**src/rtl/argmax_sequencer_pkg.sv**
```systemverilog
// argmax_sequencer_pkg: FSM encoding, default sizes and index-width helper.
// Build option ARGMAX_SIGNED_EN selects signed score comparison.
package argmax_sequencer_pkg;

  typedef enum logic [1:0] {
    ST_IDLE    = 2'd0,
    ST_COLLECT = 2'd1,
    ST_REPORT  = 2'd2
  } state_t;

  localparam int NUM_SIZE_DEF    = 26;
  localparam int NUM_CLASSES_DEF = 10;

  function automatic int idx_w(input int n);
    int w;
    w = 1;
    while ((1 << w) < n) w = w + 1;
    return w;
  endfunction

endpackage

```
**src/rtl/argmax_sequencer_if.sv**
```systemverilog
// argmax_sequencer_if: score stream valid/ready bundle.
// Master drives scores; slave is the argmax sequencer.
interface argmax_sequencer_if
  import argmax_sequencer_pkg::*;
#(
  parameter int NUM_SIZE = NUM_SIZE_DEF
);

  logic [NUM_SIZE-1:0] ScoreIn;
  logic                ScoreValid;
  logic                ScoreReady;

  modport master (
    output ScoreIn,
    output ScoreValid,
    input  ScoreReady
  );

  modport slave (
    input  ScoreIn,
    input  ScoreValid,
    output ScoreReady
  );

endinterface

```
**src/rtl/argmax_cmp.sv**
```systemverilog
// argmax_cmp: greater-than compare plus select-or-keep for max and index.
// ARGMAX_SIGNED_EN makes the compare two's complement.
module argmax_cmp #(
  parameter int NUM_SIZE = 26,
  parameter int IDX_W    = 4
) (
  input  logic                first,
  input  logic [NUM_SIZE-1:0] score,
  input  logic [IDX_W-1:0]    beat,
  input  logic [NUM_SIZE-1:0] cur_max,
  input  logic [IDX_W-1:0]    cur_idx,
  output logic [NUM_SIZE-1:0] nxt_max,
  output logic [IDX_W-1:0]    nxt_idx
);

  logic gt;

`ifdef ARGMAX_SIGNED_EN
  assign gt = $signed(score) > $signed(cur_max);
`else
  assign gt = score > cur_max;
`endif

  // strict compare keeps the lowest index on ties
  always_comb begin
    nxt_max = cur_max;
    nxt_idx = cur_idx;
    if (first || gt) begin
      nxt_max = score;
      nxt_idx = beat;
    end
  end

endmodule

```
**src/rtl/argmax_sequencer.sv**
```systemverilog
// argmax_sequencer: streamed argmax over NUM_CLASSES scores, one compare per beat.
// Build option ARGMAX_SIGNED_EN selects signed score comparison.
module argmax_sequencer
  import argmax_sequencer_pkg::*;
#(
  parameter int NUM_SIZE    = NUM_SIZE_DEF,
  parameter int NUM_CLASSES = NUM_CLASSES_DEF,
  parameter int IDX_W       = idx_w(NUM_CLASSES)
) (
  input  logic                clk,
  input  logic                GlobalReset,
  input  logic                Start,
  input  logic                Abort,
  argmax_sequencer_if.slave   sif,
  output logic [IDX_W-1:0]    Index,
  output logic [NUM_SIZE-1:0] MaxScore,
  output logic                Done,
  output logic                Busy
);

  state_t              state;
  state_t              state_nxt;
  logic [IDX_W-1:0]    beat;
  logic [NUM_SIZE-1:0] run_max;
  logic [IDX_W-1:0]    run_idx;
  logic [NUM_SIZE-1:0] max_q;
  logic [IDX_W-1:0]    idx_q;
  logic [NUM_SIZE-1:0] cmp_max;
  logic [IDX_W-1:0]    cmp_idx;
  logic                take;
  logic                last;
  logic                launch;

  assign take   = sif.ScoreValid && sif.ScoreReady;
  assign last   = beat == IDX_W'(NUM_CLASSES - 1);
  assign launch = (state == ST_IDLE) && Start && !Abort;

  always_ff @(posedge clk or negedge GlobalReset) begin
    if (!GlobalReset) state <= ST_IDLE;
    else              state <= state_nxt;
  end

  always_comb begin
    state_nxt = state;
    unique case (state)
      ST_IDLE: begin
        if (launch) state_nxt = ST_COLLECT;
      end
      ST_COLLECT: begin
        if (Abort)             state_nxt = ST_IDLE;
        else if (take && last) state_nxt = ST_REPORT;
      end
      ST_REPORT: state_nxt = ST_IDLE;
      default:   state_nxt = ST_IDLE;
    endcase
  end

  // Abort masks the beat and the Done pulse in the same cycle
  always_comb begin
    sif.ScoreReady = 1'b0;
    Busy           = 1'b0;
    Done           = 1'b0;
    unique case (state)
      ST_COLLECT: begin
        sif.ScoreReady = !Abort;
        Busy           = 1'b1;
      end
      ST_REPORT: begin
        Busy = 1'b1;
        Done = !Abort;
      end
      default: ;
    endcase
  end

  argmax_cmp #(
    .NUM_SIZE (NUM_SIZE),
    .IDX_W    (IDX_W)
  ) u_cmp (
    .first   (beat == '0),
    .score   (sif.ScoreIn),
    .beat    (beat),
    .cur_max (run_max),
    .cur_idx (run_idx),
    .nxt_max (cmp_max),
    .nxt_idx (cmp_idx)
  );

  always_ff @(posedge clk or negedge GlobalReset) begin
    if (!GlobalReset) begin
      beat    <= '0;
      run_max <= '0;
      run_idx <= '0;
      max_q   <= '0;
      idx_q   <= '0;
    end else begin
      if (launch)    beat <= '0;
      else if (take) beat <= beat + 1'b1;
      if (take) begin
        run_max <= cmp_max;
        run_idx <= cmp_idx;
      end
      if (Done) begin
        max_q <= run_max;
        idx_q <= run_idx;
      end
    end
  end

  // the result shows up during the report cycle itself
  assign Index    = Done ? run_idx : idx_q;
  assign MaxScore = Done ? run_max : max_q;

endmodule

```
**src/flat_wrapper.sv**
```systemverilog
// flat-port wrapper written by rule: the top's interface ports become plain ports
module argmax_sequencer_flat import argmax_sequencer_pkg::*;
#(
  parameter int NUM_SIZE    = NUM_SIZE_DEF,
  parameter int NUM_CLASSES = NUM_CLASSES_DEF,
  parameter int IDX_W       = idx_w(NUM_CLASSES)
)
  (clk, GlobalReset, Start, Abort, Index, MaxScore, Done, Busy, sif_ScoreIn, sif_ScoreValid, sif_ScoreReady);
  argmax_sequencer_if #(.NUM_SIZE(NUM_SIZE)) sif_i ();
  input  logic clk;
  input  logic GlobalReset;
  input  logic Start;
  input  logic Abort;
  output logic [IDX_W-1:0] Index;
  output logic [NUM_SIZE-1:0] MaxScore;
  output logic Done;
  output logic Busy;
  input wire logic [$bits(sif_i.ScoreIn)-1:0] sif_ScoreIn;
  input wire logic [$bits(sif_i.ScoreValid)-1:0] sif_ScoreValid;
  output wire logic [$bits(sif_i.ScoreReady)-1:0] sif_ScoreReady;
  assign sif_i.ScoreIn = sif_ScoreIn;
  assign sif_i.ScoreValid = sif_ScoreValid;
  assign sif_ScoreReady = sif_i.ScoreReady;
  argmax_sequencer #(.NUM_SIZE(NUM_SIZE), .NUM_CLASSES(NUM_CLASSES), .IDX_W(IDX_W)) u_core (.clk(clk), .GlobalReset(GlobalReset), .Start(Start), .Abort(Abort), .sif(sif_i), .Index(Index), .MaxScore(MaxScore), .Done(Done), .Busy(Busy));
endmodule
```
**config.mk**
```make
export PLATFORM = sky130hd
export DESIGN_NAME = argmax_sequencer_flat
export DESIGN_NICKNAME = d
export VERILOG_FILES = /design/src/rtl/argmax_sequencer_pkg.sv /design/src/rtl/argmax_sequencer_if.sv /design/src/rtl/argmax_cmp.sv /design/src/rtl/argmax_sequencer.sv /design/src/flat_wrapper.sv
export SDC_FILE = /design/constraint.sdc
export NUM_CORES = 1
export LEC_CHECK = 0
export CAP_MARGIN = 5
export CORE_ASPECT_RATIO = 1.5
export CORE_MARGIN = 4
export CORE_UTILIZATION = 45
export DETAILED_ROUTE_END_ITERATION = 7
export PLACE_DENSITY = 0.79
export SYNTH_ARGS = -nofsm -noshare
export SYNTH_HDL_FRONTEND = slang
export SYNTH_SLANG_ARGS = --single-unit
```
**constraint.sdc**
```tcl
create_clock -name clk -period 2.7 [get_ports clk]
set_input_delay 0.675 -clock clk [delete_from_list [all_inputs] [get_ports clk]]
set_output_delay 0.675 -clock clk [all_outputs]
set_load 0.005 [all_outputs]
```
==> results of run 1 <==
-- layout make-up --
| class | instances | area, sq um |
|---|---|---|
| Fill cell | 512 | 2040 |
| Inverter | 36 | 135 |
| Multi-Input combinational cell | 160 | 2090 |
| Clock inverter | 5 | 77.6 |
| Clock buffer | 11 | 141 |
| Tap cell | 100 | 125 |
| Sequential cell | 66 | 1650 |
| Timing Repair Buffer | 115 | 1060 |
-- cells in the mapped netlist --
cell | count | area (sq um)
sky130_fd_sc_hd__nor2_1 | 6 | 22.5
sky130_fd_sc_hd__mux2_2 | 31 | 349
sky130_fd_sc_hd__nor4_1 | 1 | 6.26
sky130_fd_sc_hd__nand3_1 | 2 | 10.0
sky130_fd_sc_hd__a22oi_1 | 1 | 7.51
sky130_fd_sc_hd__and2_0 | 1 | 6.26
sky130_fd_sc_hd__nor3b_1 | 2 | 15.0
sky130_fd_sc_hd__and2_1 | 1 | 6.26
sky130_fd_sc_hd__nand2b_1 | 2 | 12.5
sky130_fd_sc_hd__nand4_2 | 1 | 12.5
sky130_fd_sc_hd__mux2_1 | 8 | 90.1
sky130_fd_sc_hd__a41o_1 | 1 | 10.0
sky130_fd_sc_hd__xnor2_1 | 3 | 26.3
sky130_fd_sc_hd__nand4_1 | 4 | 25.0
sky130_fd_sc_hd__mux2_4 | 20 | 300
sky130_fd_sc_hd__o21ai_0 | 6 | 30.0
sky130_fd_sc_hd__nor4_4 | 2 | 42.5
sky130_fd_sc_hd__nor2b_1 | 1 | 6.26
sky130_fd_sc_hd__a2111oi_0 | 1 | 8.76
sky130_fd_sc_hd__a221o_1 | 1 | 10.0
sky130_fd_sc_hd__ha_1 | 33 | 413
sky130_fd_sc_hd__clkbuf_1 | 3 | 11.3
sky130_fd_sc_hd__a41oi_1 | 1 | 8.76
sky130_fd_sc_hd__a21o_1 | 3 | 22.5
sky130_fd_sc_hd__a21oi_1 | 9 | 45.0
sky130_fd_sc_hd__and4_1 | 1 | 8.76
sky130_fd_sc_hd__o21ai_1 | 1 | 5.00
sky130_fd_sc_hd__nor3_1 | 3 | 15.0
sky130_fd_sc_hd__inv_2 | 1 | 3.75
sky130_fd_sc_hd__dfrtp_1 | 66 | 1650
sky130_fd_sc_hd__nand2_1 | 8 | 30.0
sky130_fd_sc_hd__nand3_2 | 1 | 10.0
sky130_fd_sc_hd__inv_1 | 35 | 131
sky130_fd_sc_hd__a211oi_1 | 2 | 15.0
sky130_fd_sc_hd__o31ai_1 | 2 | 15.0
sky130_fd_sc_hd__buf_6 | 3 | 33.8
sky130_fd_sc_hd__a2111oi_2 | 1 | 15.0
-- routing by layer --
metal	track usage [%]	share of wire [%]
met1	23.7	39
met2	38.8	55
met3	5.49	3.3
met4	7.57	2.5
met5	0	0
-- worst max-delay path by stage --
stage                             startpoint            endpoint  slack, ns  cells past startpoint
after floorplan              sif_ScoreIn[15]   u_core.run_idx[0]      0.003                      9
after global placement       sif_ScoreIn[15]   u_core.run_max[0]      -0.59                      9
after detailed placement     sif_ScoreIn[16]   u_core.run_max[7]      -0.69                      9
after CTS                    u_core.state[0]        MaxScore[15]      -0.07                      8
after global routing      u_core.run_max[23]  u_core.run_max[10]      -0.10                     12
final                                  Abort         MaxScore[1]     -0.008                      6
-- power groups by stage --
stage	Clock [uW]	Sequential (uW)	Combinational, uW
2_1_floorplan	0	1400	1040
3_3_place_gp	0	1450	1410
3_5_place_dp	0	1470	1470
4_1_cts	945	1460	2000
5_1_grt	1000	1520	2470
6_report	943	1480	2270
-- state kept, by name (all words and copies together), names as in the netlist --
name	count
u_core.max_q	26
u_core.run_max	26
u_core.beat	4
u_core.idx_q	4
u_core.run_idx	4
u_core.state	2
-- critical path, stage by stage --
cell,delay (ns)
sky130_fd_sc_hd__dlygate4sd2_1,0.30
sky130_fd_sc_hd__nor2b_4,0.16
sky130_fd_sc_hd__buf_6,0.14
sky130_fd_sc_hd__buf_16,0.14
sky130_fd_sc_hd__mux2_2,0.35
sky130_fd_sc_hd__dlygate4sd2_1,0.27
-- what timing repair did --
action	in CTS	in global routing
pin swaps	33	25
gates resized for setup	153	72
setup buffers	18	12
setup endpoints to repair	59	58
gates cloned	6	0
-- kinds of logic after synthesis --
logic type / count (synthesis)
compound gates: 29
buf+inv: 42
mux: 59
flops: 66
fa+ha+maj: 33
xor+xnor: 3
simple gates: 36
-- through the flow --
step	area, sq um	instances	power (uW)
4_1_cts	5200	484	4400
2_1_floorplan	3460	268	2440
3_5_place_dp	4370	446	2940
3_3_place_gp	4370	446	2850
5_1_grt	5280	493	4990
6_report	5280	493	4700
==> reports/summary.md, run 1 <==
- result of the run: complete, but fails checks
- failing checks: setup timing
- most common cell after layout, fill and taps aside: sky130_fd_sc_hd__dfrtp_1
- die footprint: 9120 sq um
- simple-gate portion of the synthesized area: 6.67%
- area share of xor/xnor cells in the synthesized design: 0.766%
- commonest cells after routing, fill and taps aside: 66 x sky130_fd_sc_hd__dfrtp_1, 45 x sky130_fd_sc_hd__mux2_4, 33 x sky130_fd_sc_hd__buf_4, 31 x sky130_fd_sc_hd__inv_1, 24 x sky130_fd_sc_hd__clkbuf_2
- worst hold slack: 0.496 ns
- compound-gate portion of the synthesized area: 5.61%
- final antenna-violating net count: 0
- worst supply voltage drop on vdd: 0.000584 V
- # rows: 38
- Synth Instances: 268
- number of CTS-inserted buffers: 9
- Post-Route Utilization: 72.1%
- setup repair after global routing missed its margin: yes
- clk sink count: 66
- reg-to-reg startpoint: u_core.run_max[15]
- root cell of the clock tree: sky130_fd_sc_hd__clkbuf_8
- type of the tightest min-delay check: in2async
- total inserted antenna cells: 0
- adder-cell share of the synthesized area: 12.0%
- GRT Residual Overflow: 0
- TritonCTS clock tree: done
- share of the cycle needed by the critical path after routing: 100%
- number of remaining DRC errors: 0
- leakage power: 0.00263 uW
- number of primary I/O pins: 64
- clock tree skew after final layout: 0.0130 ns
- maximum capacitance violations: 0
- number of warnings printed during yosys synthesis: 0
- Crit. End Element: output port
- fraction of power consumed by the clock network: 20.1%
- worst setup margin: -0.00772 ns
- portion of netlist area occupied by mux cells: 21.5%
- Syn Nets: 332
- Placer Congestion: 0.750
- count of endpoints failing setup in the final report: 2
- syn avg cell area: 12.8 sq um
- number of antenna violations at the first check in global routing: 0
- FF-to-FF path depth: 11
- clk_lat worst skew: 0.35 ns
- final-layout setup total negative slack: -0.0133 ns
- combinational family with the most area after synthesis: multiplexers
- proportion of power drawn by combinational gates: 48.4%
- post-place setup slack: -0.685 ns
- net switching power: 1600 uW
- Max Buffers Root-to-Sink: 2
- power density over the cells: 890 nW/um^2
- pin count of the biggest net entering global routing: 67
- Final Hold Fails: 0
- Final Routed Wirelength: 9390 microns
- setup slack of the most critical reg-to-reg path: 0.03 ns
- final layout net count: 452
- Port-buffer cells: 63
- number of library cell types mapped by synthesis: 37
- Max Slew Vio Count: 0
- total routing resource utilization after global routing: 21.3%
- slew margin rel.: 44.0%
- P&R area growth vs syn: 53.9%
- routed vias: 2556
- global-route wire length before repair: 14500 microns
- sequential area share after synthesis: 48.1%
- layout cell share with drive strength beyond 1: 52.2%
- average wire length per cell after detail routing: 19.0 microns
- internal portion of total power: 3100 uW
- initial core utilization: 46.9%
- vias per cell: 5.18
- required arrival time at the worst endpoint: 2.03 ns
- Hold Buf Count CTS: 0
- H-tree lvl count: 3
- clock-pin slew on the worst setup and hold paths: 0.08 ns
- DR pass1 iterations: 4
- Die W: 79.3 microns
- Die Ht: 115 microns
- slew at the pin closest to its max-slew limit: 0.839 ns
- Max Fclk: 0.369 GHz
- post-detail-place hpwl: 5080 microns
- worst endpoint data arrival time: 2.03 ns
- kind of start point of the critical path: primary input
- vias in the first global route: 2874
- switching part of the total: 34.0%
- number of synthesized register bits: 66
- Final min period: 2.71 ns
- crit-path max FO: 8
- startpoint-to-endpoint class of the critical path: in2out
- violation count after the first detailed-route iteration: 124
- mapped cell area: 3430 sq um
- core area: 7320 sq um
- sequential group share of total power: 31.6%
- Crit Reg-Reg Endpoint: u_core.run_max[10]
Power figures use the tool's default switching activity.
==> inputs of run 2 (changes only) <==
Settings changed: ABC_AREA set to 1, ABC_CLOCK_PERIOD_IN_PS set to 2700.
==> run 2 against run 1 <==
  * The run still ends with setup timing left
  * Maximum frequency fell by 2.2%
  * Largest cell class is now flip-flops and latches
  * Critical endpoint is now Index[3]
  * Worst hold slack got worse by 0.17 ns
  * Clock skew down 0.0077 ns
  * Register-to-register slack improved by 0.62 ns
  * Final area shrank 12%
==> reports/summary.md, run 2 <==
- global-route wire length before repair: 13200 microns
- Placer Congestion: 0.798
- crit-path max FO: 6
- net switching power: 1760 uW
- clock tree skew after final layout: 0.00525 ns
- buffers and inverters on the worst path: 4
- root cell of the clock tree: sky130_fd_sc_hd__clkbuf_16
- Syn Nets: 467
- pin count of the biggest net entering global routing: 31
- setup repair after global routing missed its margin: yes
- required arrival time at the worst endpoint: 2.03 ns
- switching part of the total: 35.5%
- most common cell after layout, fill and taps aside: sky130_fd_sc_hd__nand2_1
- dominant cell type by area after synthesis: sky130_fd_sc_hd__dfrtp_1
- initial core utilization: 46.6%
- number of instances in the placed design: 567
- registers with the most flip-flops: u_core.max_q: 26 flops, u_core.run_max: 26 flops
- share of the cycle needed by the critical path after routing: 102%
- fraction of power consumed by the clock network: 26.8%
- WP depth: 7
- count of endpoints failing setup in the final report: 2
- average wire length per cell after detail routing: 13.6 microns
- total routing resource utilization after global routing: 18.3%
- area share of xor/xnor cells in the synthesized design: 0%
- Max Fclk: 0.361 GHz
- post-detail-place hpwl: 6030 microns
- sequential area share after synthesis: 46.2%
- vias in the first global route: 2974
- proportion of power drawn by combinational gates: 40.9%
- Die Ht: 117 microns
- most numerous cell in the Yosys netlist: sky130_fd_sc_hd__nand2_1
- routed vias: 2877
- top cells by area, synth: sky130_fd_sc_hd__dfrtp_1 46%, sky130_fd_sc_hd__ha_1 12%, sky130_fd_sc_hd__nand2_1 9.5%, sky130_fd_sc_hd__nand2_2 9.3%, sky130_fd_sc_hd__nand3_1 5.7%
- kind of start point of the critical path: primary input
- Crit. End Element: output port
- layout cell share with drive strength beyond 1: 23.6%
- P&R area growth vs syn: 30.2%
- slowest cell on the critical path: sky130_fd_sc_hd__clkdlybuf4s50_1
- clk_lat worst skew: 0.33 ns
- syn avg cell area: 8.86 sq um
- category of cells accounting for the largest share of critical-path delay: buffers and inverters
- violation count after the first detailed-route iteration: 112
- adder-cell share of the synthesized area: 11.6%
- Max Slew Vio Count: 0
- type of the tightest min-delay check: in2async
- power density over the cells: 1070 nW/um^2
- dpl cell area: 4330 sq um
- compound-gate portion of the synthesized area: 6.34%
- number of remaining DRC errors: 0
- fraction of synthesized cell area taken by the top area cell type: 46.2%
- GRT Residual Overflow: 0
- leakage power: 0.00247 uW
- clock-pin slew on the worst setup and hold paths: 0.05 ns
- commonest cells after routing, fill and taps aside: 89 x sky130_fd_sc_hd__nand2_1, 66 x sky130_fd_sc_hd__dfrtp_1, 53 x sky130_fd_sc_hd__nand2_2, 41 x sky130_fd_sc_hd__inv_1, 41 x sky130_fd_sc_hd__nand3_1
- Final min period: 2.77 ns
- core area: 7660 sq um
- failing checks: setup timing
- Synth Instances: 403
- Post-Route Utilization: 60.7%
- worst setup margin: -0.0674 ns
- final-layout setup total negative slack: -0.126 ns
- total area of multi-input combinational cells: 1630 sq um
- Crit Reg-Reg Endpoint: u_core.run_max[10]
- number of library cell types mapped by synthesis: 26
- number of primary I/O pins: 64
- number of antenna violations at the first check in global routing: 0
- simple-gate portion of the synthesized area: 27.4%
- FF-to-FF path depth: 13
- footprint of the flip-flops and latches: 1650 sq um
- Max Buffers Root-to-Sink: 2
- slew at the pin closest to its max-slew limit: 0.550 ns
- slew margin rel.: 63.4%
- clk sink count: 66
- worst endpoint data arrival time: 2.09 ns
- total inserted antenna cells: 0
- vias per cell: 4.92
- proportion of register bits with asynchronous set or reset after synthesis: 100%
- final antenna-violating net count: 0
- worst supply voltage drop on vdd: 0.000525 V
- Port-buffer cells: 63
- TritonCTS clock tree: done
- sequential group share of total power: 32.2%
- result of the run: complete, but fails checks
- setup slack of the most critical reg-to-reg path: 0.65 ns
- Post-synth EDFFs: 0
- portion of netlist area occupied by mux cells: 0%
- DR pass1 iterations: 4
- number of warnings printed during yosys synthesis: 0
- combinational family with the most area after synthesis: simple AND/OR/NAND/NOR gates
- internal portion of total power: 3210 uW
- ordered list of cells on the worst path: clkdlybuf4s50_1 > inv_2 > nand2_4 > clkinvlp_4 > nand2_1 > nand2_1 > clkdlybuf4s50_1
- final layout net count: 543
- cell types with the highest counts after synthesis: 90 x sky130_fd_sc_hd__nand2_1, 66 x sky130_fd_sc_hd__dfrtp_1, 53 x sky130_fd_sc_hd__nand2_2
- mapped cell area: 3570 sq um
- Post-Layout Cell Count: 585
- top_reg_cell synth: sky130_fd_sc_hd__dfrtp_1
- startpoint-to-endpoint class of the critical path: in2out
- capturing instance or port of the critical path: Index[3]
- H-tree lvl count: 3
- count of filler cells inserted in the layout: 671
- Crit path largest cell delay: 0.47 ns
- number of synthesized register bits: 66
- number of CTS-inserted buffers: 9
- maximum capacitance violations: 0
- reg-to-reg startpoint: u_core.run_max[21]
- CP startpoint: Abort
- die footprint: 9460 sq um
- Die W: 80.7 microns
- Final Routed Wirelength: 7960 microns
- post-layout instance area: 4650 sq um
- # rows: 39
- Final Hold Fails: 0
[run 2: cell count changes in the layout (fill, tap and decap cells not counted), sizes merged, moves of 21 or more]
cell / previous run / this run
nand2: 8 / 145
buf: 59 / 18
mux2: 59 / 0
clkdlybuf4s50: 5 / 33
o21ai: 7 / 28
nand3: 3 / 41
[run 2: power groups by stage]
stage               Combinational, uW  Clock [uW]  Sequential [uW]
floorplan                        1300           0             1560
global placement                 2060           0             1600
detailed placement               2140           0             1610
CTS                              2080        1360             1600
global route                     2320        1400             1640
finish                           2030        1330             1600
[run 2: final cells by class]
cell class,count,area share [%]
Clock buffer,10,5.14
Clock inverter,5,2.21
Inverter,46,3.82
Multi-Input combinational cell,276,35.1
Sequential cell,66,35.5
Tap cell,102,2.74
Timing Repair Buffer,80,15.5
[run 2: cells by family after synthesis]
group | after synthesis
compound gates | 43
fa+ha+maj | 33
buf+inv | 61
flops | 66
simple gates | 200
[run 2: what timing repair did]
action / CTS / global route
buffers inserted: 0 / 3
pin swaps: 0 / 1
gates resized for setup: 48 / 46
hold buffers: 0 / 0
endpoints found under the setup margin: 31 / 8
[run 2: worst min path at each step]
stage                     cells past startpoint  slack [ns]                 end
after global routing                          1        0.38    u_core.max_q[23]
final                                         1        0.33    u_core.max_q[21]
after global placement                        2        0.47   u_core.run_max[6]
after floorplan                               0        0.38      u_core.beat[0]
after detailed placement                      2        0.47  u_core.run_max[20]
after CTS                                     1        0.34   u_core.run_idx[2]
[run 2: routing by layer]
| layer | GRT usage, % | up-vias | wire length, microns | share of wire [%] |
|---|---|---|---|---|
| li1 | - | 1442 | - | - |
| met1 | 20.2 | 1355 | 3030 | 38 |
| met2 | 33.0 | 63 | 4420 | 56 |
| met3 | 4.06 | 17 | 289 | 3.6 |
| met4 | 8.57 | 0 | 216 | 2.7 |
| met5 | 0 | - | 0 | 0 |
[run 2: per-stage QoR]
step / hold slack (ns) / setup WS, ns / total power (uW)
after floorplan: 0.379 / 0.554 / 2870
after global placement: 0.465 / -0.328 / 3650
after detailed placement: 0.471 / -0.378 / 3750
after CTS: 0.345 / -0.140 / 5040
after global routing: 0.376 / -0.168 / 5370
final: 0.330 / -0.0674 / 4970
[run 2: worst reg2reg max path, cell delays in order (launching register included)]
cell                      delay (ns)
sky130_fd_sc_hd__dfrtp_1        0.36
sky130_fd_sc_hd__inv_1          0.07
sky130_fd_sc_hd__ha_1           0.31
sky130_fd_sc_hd__nand2_1        0.07
sky130_fd_sc_hd__nor2_2         0.14
sky130_fd_sc_hd__nand2_2        0.08
sky130_fd_sc_hd__nor3_2         0.17
sky130_fd_sc_hd__nand2_1        0.10
sky130_fd_sc_hd__nand2_2        0.07
sky130_fd_sc_hd__nand2_2        0.06
sky130_fd_sc_hd__nand2_4        0.11
sky130_fd_sc_hd__nand2_8        0.22
sky130_fd_sc_hd__nand2_2        0.14
sky130_fd_sc_hd__nand2_2        0.05
==> inputs of run 3 (changes only) <==
Settings changed: HOLD_SLACK_MARGIN set to 0.08.
==> results of run 3 <==
Final layout, timing and power as in run 2 (identical DEF).
